--- src/rtl/monitor_stage_sched.sv ---
// ---------------------------------------------------------------------------
// MonitorStageSched: controller for one cluster stage of LTL automata
// monitors.
//
// Trace symbols arrive over a valid/ready handshake. Each accepted symbol is
// handed to the stage as a one-cycle run pulse. The stage's report vector is
// sampled REPORT_LAT cycles after that pulse. Every set report bit is turned
// into a (report id, symbol index) event. Events are queued in a small FIFO
// and streamed out over valid/ready.
//
// Ports:
//   clk            clock
//   reset          asynchronous, active-low reset
//   sym_valid      symbol offered by the trace front-end
//   sym_ready      symbol accepted when sym_valid and sym_ready are both high
//   sym_data       symbol value
//   flush_req      level request to reset the stage automata and symbol index
//   run            one-cycle strobe to the stage
//   stage_reset    active-high reset to the stage
//   stage_symbols  symbol driven to the stage
//   reports_in     report bits from the stage
//   rpt_valid      report FIFO not empty
//   rpt_ready      consumer pops the head entry
//   rpt_id         head entry: index of the report bit
//   rpt_cycle      head entry: index of the symbol that produced the report
//   busy           controller not idle in ACCEPT, or reports still queued
// ---------------------------------------------------------------------------
module monitor_stage_sched #(
   parameter int NUM_REPORTS = 40,
   parameter int ID_W        = 6,
   parameter int SYM_W       = 8,
   parameter int CYC_W       = 32,
   parameter int FIFO_DEPTH  = 8,
   parameter int REPORT_LAT  = 1
) (
   input  logic                   clk,
   input  logic                   reset,
   input  logic                   sym_valid,
   output logic                   sym_ready,
   input  logic [SYM_W-1:0]       sym_data,
   input  logic                   flush_req,
   output logic                   run,
   output logic                   stage_reset,
   output logic [SYM_W-1:0]       stage_symbols,
   input  logic [NUM_REPORTS-1:0] reports_in,
   output logic                   rpt_valid,
   input  logic                   rpt_ready,
   output logic [ID_W-1:0]        rpt_id,
   output logic [CYC_W-1:0]       rpt_cycle,
   output logic                   busy
);

   localparam int PTR_W = $clog2(FIFO_DEPTH);
   localparam int CNT_W = PTR_W + 1;
   localparam int LAT_W = (REPORT_LAT < 2) ? 1 : $clog2(REPORT_LAT + 1);

   typedef enum logic [2:0] {
      INIT   = 3'd0,
      ACCEPT = 3'd1,
      WAIT   = 3'd2,
      SCAN   = 3'd3,
      FLUSH  = 3'd4
   } state_t;

   state_t                 r_state;
   state_t                 w_next_state;

   logic                   r_run;
   logic                   r_stage_reset;
   logic [SYM_W-1:0]       r_stage_symbols;
   logic [CYC_W-1:0]       r_sym_idx;
   logic [CYC_W-1:0]       r_cur_idx;
   logic [NUM_REPORTS-1:0] r_pending;
   logic [LAT_W-1:0]       r_lat_cnt;

   logic [ID_W-1:0]        r_mem_id  [FIFO_DEPTH];
   logic [CYC_W-1:0]       r_mem_cyc [FIFO_DEPTH];
   logic [PTR_W-1:0]       r_wr_ptr;
   logic [PTR_W-1:0]       r_rd_ptr;
   logic [CNT_W-1:0]       r_count;

   logic                   w_handshake;
   logic                   w_sample;
   logic                   w_push;
   logic                   w_pop;
   logic                   w_push_ok;
   logic                   w_rpt_valid;
   logic [ID_W-1:0]        w_low_id;
   logic [NUM_REPORTS-1:0] w_pending_cleared;

   // Queue status. The head is only exposed while there is something in the
   // queue, so the id/cycle outputs read zero when the FIFO is empty.
   assign w_rpt_valid = (r_count != '0);
   assign w_pop       = w_rpt_valid & rpt_ready;
   assign w_push_ok   = (r_count < CNT_W'(FIFO_DEPTH)) | w_pop;

   assign sym_ready     = (r_state == ACCEPT) & ~flush_req;
   assign run           = r_run;
   assign stage_reset   = r_stage_reset;
   assign stage_symbols = r_stage_symbols;
   assign rpt_valid     = w_rpt_valid;
   assign rpt_id        = w_rpt_valid ? r_mem_id[r_rd_ptr]  : '0;
   assign rpt_cycle     = w_rpt_valid ? r_mem_cyc[r_rd_ptr] : '0;
   assign busy          = (r_state != ACCEPT) | w_rpt_valid;

   // Priority encoder picking the lowest set pending bit, so reports leave
   // the stage in ascending id order. The loop runs high-to-low so the last
   // hit, the lowest index, wins.
   always_comb begin
      w_low_id = '0;
      for (int i = NUM_REPORTS - 1; i >= 0; i--) begin
         if (r_pending[i]) begin
            w_low_id = ID_W'(i);
         end
      end
      w_pending_cleared = r_pending & ~(NUM_REPORTS'(1) << w_low_id);
   end

   // Next-state logic. flush_req is only looked at in ACCEPT, so a flush
   // raised during WAIT or SCAN waits until the current symbol is fully
   // reported. A blocked push keeps the FSM in SCAN with pending untouched,
   // which is how FIFO back-pressure stalls the symbol input.
   always_comb begin
      w_next_state = r_state;
      w_handshake  = 1'b0;
      w_sample     = 1'b0;
      w_push       = 1'b0;
      case (r_state)
         INIT: begin
            w_next_state = ACCEPT;
         end
         ACCEPT: begin
            if (flush_req) begin
               w_next_state = FLUSH;
            end else if (sym_valid) begin
               w_handshake  = 1'b1;
               w_next_state = WAIT;
            end
         end
         WAIT: begin
            if (r_lat_cnt == LAT_W'(REPORT_LAT)) begin
               w_sample     = 1'b1;
               w_next_state = (reports_in != '0) ? SCAN : ACCEPT;
            end
         end
         SCAN: begin
            if (w_push_ok) begin
               w_push = 1'b1;
               if (w_pending_cleared == '0) begin
                  w_next_state = ACCEPT;
               end
            end
         end
         FLUSH: begin
            w_next_state = ACCEPT;
         end
         default: begin
            w_next_state = INIT;
         end
      endcase
   end

   // State register and stage-facing outputs. The stage reset is driven
   // from the next state so that it lines up with the INIT and FLUSH cycles.
   // The symbol index advances on every accepted symbol and wraps naturally;
   // the index of the symbol in flight is kept in r_cur_idx for tagging.
   always_ff @(posedge clk or negedge reset) begin
      if (!reset) begin
         r_state         <= INIT;
         r_run           <= 1'b0;
         r_stage_reset   <= 1'b1;
         r_stage_symbols <= '0;
         r_sym_idx       <= '0;
         r_cur_idx       <= '0;
         r_pending       <= '0;
         r_lat_cnt       <= '0;
      end else begin
         r_state       <= w_next_state;
         r_run         <= w_handshake;
         r_stage_reset <= (w_next_state == FLUSH) || (w_next_state == INIT);
         if (w_handshake) begin
            r_stage_symbols <= sym_data;
            r_cur_idx       <= r_sym_idx;
            r_sym_idx       <= r_sym_idx + 1'b1;
            r_lat_cnt       <= '0;
         end else if (r_state == WAIT) begin
            r_lat_cnt <= r_lat_cnt + 1'b1;
         end
         if (r_state == FLUSH) begin
            r_sym_idx <= '0;
         end
         if (w_sample) begin
            r_pending <= reports_in;
         end else if (w_push) begin
            r_pending <= w_pending_cleared;
         end
      end
   end

   // FIFO bookkeeping. Depth is a power of two so the pointers simply wrap.
   // A push and a pop in the same cycle leave the occupancy unchanged.
   always_ff @(posedge clk or negedge reset) begin
      if (!reset) begin
         r_wr_ptr <= '0;
         r_rd_ptr <= '0;
         r_count  <= '0;
      end else begin
         if (w_push) begin
            r_wr_ptr <= r_wr_ptr + 1'b1;
         end
         if (w_pop) begin
            r_rd_ptr <= r_rd_ptr + 1'b1;
         end
         if (w_push && !w_pop) begin
            r_count <= r_count + 1'b1;
         end else if (w_pop && !w_push) begin
            r_count <= r_count - 1'b1;
         end
      end
   end

   // FIFO storage. It needs no reset: entries are only visible through the
   // occupancy count, which is cleared on reset.
   always_ff @(posedge clk) begin
      if (w_push) begin
         r_mem_id[r_wr_ptr]  <= w_low_id;
         r_mem_cyc[r_wr_ptr] <= r_cur_idx;
      end
   end

endmodule

--- config.mk ---
export PLATFORM = sky130hd
export DESIGN_NAME = monitor_stage_sched
export DESIGN_NICKNAME = d
export VERILOG_FILES = /design/src/rtl/monitor_stage_sched.sv
export SDC_FILE = /design/constraint.sdc
export NUM_CORES = 1
export LEC_CHECK = 0
export BUFFER_PORTS_ARGS = -buffer_cell sky130_fd_sc_hd__clkbuf_2
export CORE_MARGIN = 5
export CORE_UTILIZATION = 60
export CTS_BUF_LIST = sky130_fd_sc_hd__clkbuf_4 sky130_fd_sc_hd__clkbuf_8
export DETAILED_ROUTE_END_ITERATION = 8
export GPL_TIMING_DRIVEN = 0
export PLACE_DENSITY = 0.79
export SLEW_MARGIN = 20
export SYNTH_ARGS = -nofsm -noshare
export SYNTH_HDL_FRONTEND = slang
export SYNTH_SLANG_ARGS = --single-unit
--- constraint.sdc ---
create_clock -name clk -period 6.2 [get_ports clk]
set_clock_uncertainty 0.1 [all_clocks]
set_input_delay 0.93 -clock clk [delete_from_list [all_inputs] [get_ports clk]]
set_output_delay 0.93 -clock clk [all_outputs]
set_load 0.05 [all_outputs]
==> impl_results.md <==
* First-pass GRT wire length at 72,700 microns
* Post-synth top flop: edfxtp_1
* Via count at 12,400
* Cell Count, Final, Fillers Out at 1,992
* Commonest non-fill, non-tap cell in the layout: edfxtp_1
* Critical path origin: r_rd_ptr[0]
* Peak supply drop at 0.000382 V
* Total gr overflow at 0
* CTS tree: done
* Drt drc at 0
* Pre-Repair DR Iteration Count at 6
* PnR Total Power at 0.0107 W
* Avg Inst Size Synth at 14.0 sq um
* Routability cong. at 0.963
* Drt via density at 6.23
* Core ar. at 0.0306 sq mm
* Initial Util at 60.7%
* Data required time of the critical path at 5170 ps
* Cells on worst reg2reg path at 14
* Fmax at 200 MHz
* Max-cap viol count at 0
* Initial DRC count at 1,237
* Wl on met1 at 19,300 microns
* Design area at approximately 0.021 sq mm
* Initial antenna violation count at 0
* Post-DR wirelength/cell at around 24 microns
* Ratio of cells with drive above 1 in the final layout at 23.5%
* Worst Setup EP: rpt_cycle[24]
* Number of flops mapped to enable cells by yosys at 304
* TritonCTS Buffers at 67
* Worst hold path type: in2async
* Final setup vio count at 0
* Most frequent cells in the layout: edfxtp_1, nand2_1, dfrtp_1, nor2_1, clkbuf_2
* Critical Path AT at 3970 ps
* Met2 wire len at between 20,000 and 25,000 microns
* Num ports at 104
* Row count at 64
* # diodes at 0
* Met3 WL post-DR at 3670 microns
* Most frequent CP cell: buf_1
* Status: completed
* Final Hold Fails at 0
* Vias in the first global route at 12,600
* Syn nets at 1,382
* Top Layer Used: met4
* Post-synthesis simple-gate area fraction at 10.9%
* CP endpoint kind: primary output
* Routed wire length at 46,800 microns
* Post-route ant nets at 0
* Crit-path max FO at 10
* Crit-path slowest cell: buf_1
* Worst Path Class, Setup: reg2out
* RSZ-0062 raised after global routing: false
* Async SR Flop Fraction at 29.6%
* H-tree Lvls at 3
* IO buf count at 103
* PD cells at 497 mW/mm^2
* Area Growth Syn to Fin at 15.6%
* Die area at 0.0346 sq mm
* Synth Register Bits at 432
* XOR/XNOR share of the synthesized area at 1.65%
* Final critical-path share of the clock period at 80.6%
* Fin crit period at 5000 ps
* Post-Synth Adder-Cell Area at 0.512%
* Yosys warnings at 0
* GRT Overall Usage at 27.8%
* TritonCTS Sinks at about 430
* Worst R2R End: r_state[1]
* Root Buffer: clkbuf_8
* Slowest stage delay, CP at roughly 790 ps
* Critical Path Start Type: flip-flop
* Min Hold Slack at 217 ps
* Mux share of post-synthesis cell area at about 11%
* Count of unique library cells instantiated by Yosys at 68
* Largest net degree at the start of global routing at 70
* RR Startpoint: r_pending[35]
* Gate Count Post-Synth at between 1,000 and 1,500
* FF-to-FF setup slack at between 1500 and 2000 ps
* Worst-path clk slew at 60 ps
* CTS resizes at 0
* Slew HR at 21.1%
* Complex-gate fraction of the synthesized area at between 6 and 7%
* Hpwl dp at between 30,000 and 40,000 microns
* DIE WIDTH at 186 microns
* Largest family of logic cells by synthesized area: multiplexers
* Mapped Area at approximately 0.019 sq mm
* Hold-fix buffers at CTS at 0
* Lkg Pwr at ~8.5 nW
* Setup bufs post-CTS at 0
* Placed inst area at around 0.020 sq mm
* Clk buf depth at 3
* Final nets at 1,601
* Worst-Margin Slew at 1180 ps
* Clk Latency, worst-skew pair at a little under 600 ps
* Slew Viols, Final at 0
* Placed cells at 1,868
* Die Y at 186 microns
* Sequential area share after synthesis at around 66%
* Cell Chain, Critical Path: clkbuf_1, buf_1, buf_1, mux4_2, mux2i_1, nor2_1, clkbuf_2
sequential cells by signal (all words and copies together), names as in the netlist, 3 cells and up:
signal / flops
r_mem_cyc: 256
r_mem_id: 48
r_pending: 40
r_cur_idx: 32
r_sym_idx: 32
stage_symbols: 8
r_count: 4
r_rd_ptr: 3
r_state: 3
r_wr_ptr: 3
cell families (layout without fill, tap and decap cells):
family                     count (synthesis)  after routing
and+or+nand+nor                          444            444
DFF                                      432            432
AOI/OAI and AO/OA                        184            184
muxes                                    116            116
buffers and inverters                    104            378
xor gates and xnor gates                  35             35
adders and majority gates                  7              7
area by class of cell:
cell class / count / area [sq um]
timing repair buffer: 150 / 915
sequential: 432 / 12300
fill: 2055 / 9120
clock inverter: 17 / 138
tap: 396 / 495
multi-input combinational: 786 / 5860
buffer: 81 / 330
inverter: 23 / 88.8
clock buffer: 107 / 1300
per-layer routing:
layer | vias to the layer above | track usage (%)
met5 | - | 0
met4 | 0 | 9.50
met3 | 108 | 4.38
met2 | 615 | 44.1
met1 | 6236 | 40.2
li1 | 5457 | -
worst min-delay path by stage:
stage | startpoint | endpoint | slack [ps]
2_1_floorplan | r_sym_idx[31] | r_cur_idx[31] | 360
3_3_place_gp | stage_symbols[4] | stage_symbols[4] | 360
3_5_place_dp | stage_symbols[6] | stage_symbols[6] | 360
4_1_cts | reset | stage_symbols[2] | 220
5_1_grt | reset | stage_symbols[2] | 250
6_report | reset | stage_symbols[2] | 220
power by group:
part	switching (W)	total [W]	internal, W
Combinational	0.00312	0.00451	0.00139
Sequential	0.000220	0.00368	0.00346
Clock	0.00109	0.00249	0.00139
Total	0.00443	0.0107	0.00624
synthesized netlist by cell type, drive strengths merged, types with 5 or more instances:
| master | n | area share (%) |
|---|---|---|
| edfxtp | 304 | 49 |
| nand2 | 197 | 4.0 |
| dfrtp | 127 | 17 |
| nor2 | 103 | 2.1 |
| mux4 | 76 | 9.2 |
| clkbuf | 62 | 1.3 |
| o21ai | 60 | 1.6 |
| mux2i | 38 | 2.0 |
| nor4 | 33 | 1.1 |
| a22o | 32 | 1.5 |
| inv | 23 | 0.48 |
| xor2 | 22 | 1.0 |
| a21oi | 20 | 0.54 |
| buf | 19 | 0.53 |
| nand3 | 19 | 0.51 |
| nor3 | 17 | 0.46 |
| o31ai | 14 | 0.57 |
| xnor2 | 13 | 0.61 |
| nand4 | 11 | 0.37 |
| or3 | 10 | 0.34 |
| nor2b | 9 | 0.30 |
| or4 | 9 | 0.38 |
| a31oi | 8 | 0.27 |
| a211oi | 7 | 0.28 |
| and3 | 7 | 0.24 |
| ha | 6 | 0.40 |
| nand2b | 6 | 0.20 |
| or2 | 6 | 0.20 |
| and2 | 5 | 0.17 |
worst max-delay path: cells and delay by family (launching register included):
kind | cells | cell delay (ps)
buffers and inverters | 4 | 2130
multiplexers | 2 | 820
flip-flops | 1 | 350
AND/OR/NAND/NOR | 1 | 70
metrics by stage:
stage          setup slack [ps]  util [%]  setup TNS, ps
6_report                   1200      70.2              0
5_1_grt                     830      70.2              0
4_1_cts                    1140      70.2              0
3_5_place_dp               1510      65.5              0
3_3_place_gp              -4360      64.0        -811930
2_1_floorplan               145         -              0
No activity file was read; power rests on OpenSTA's default activity.
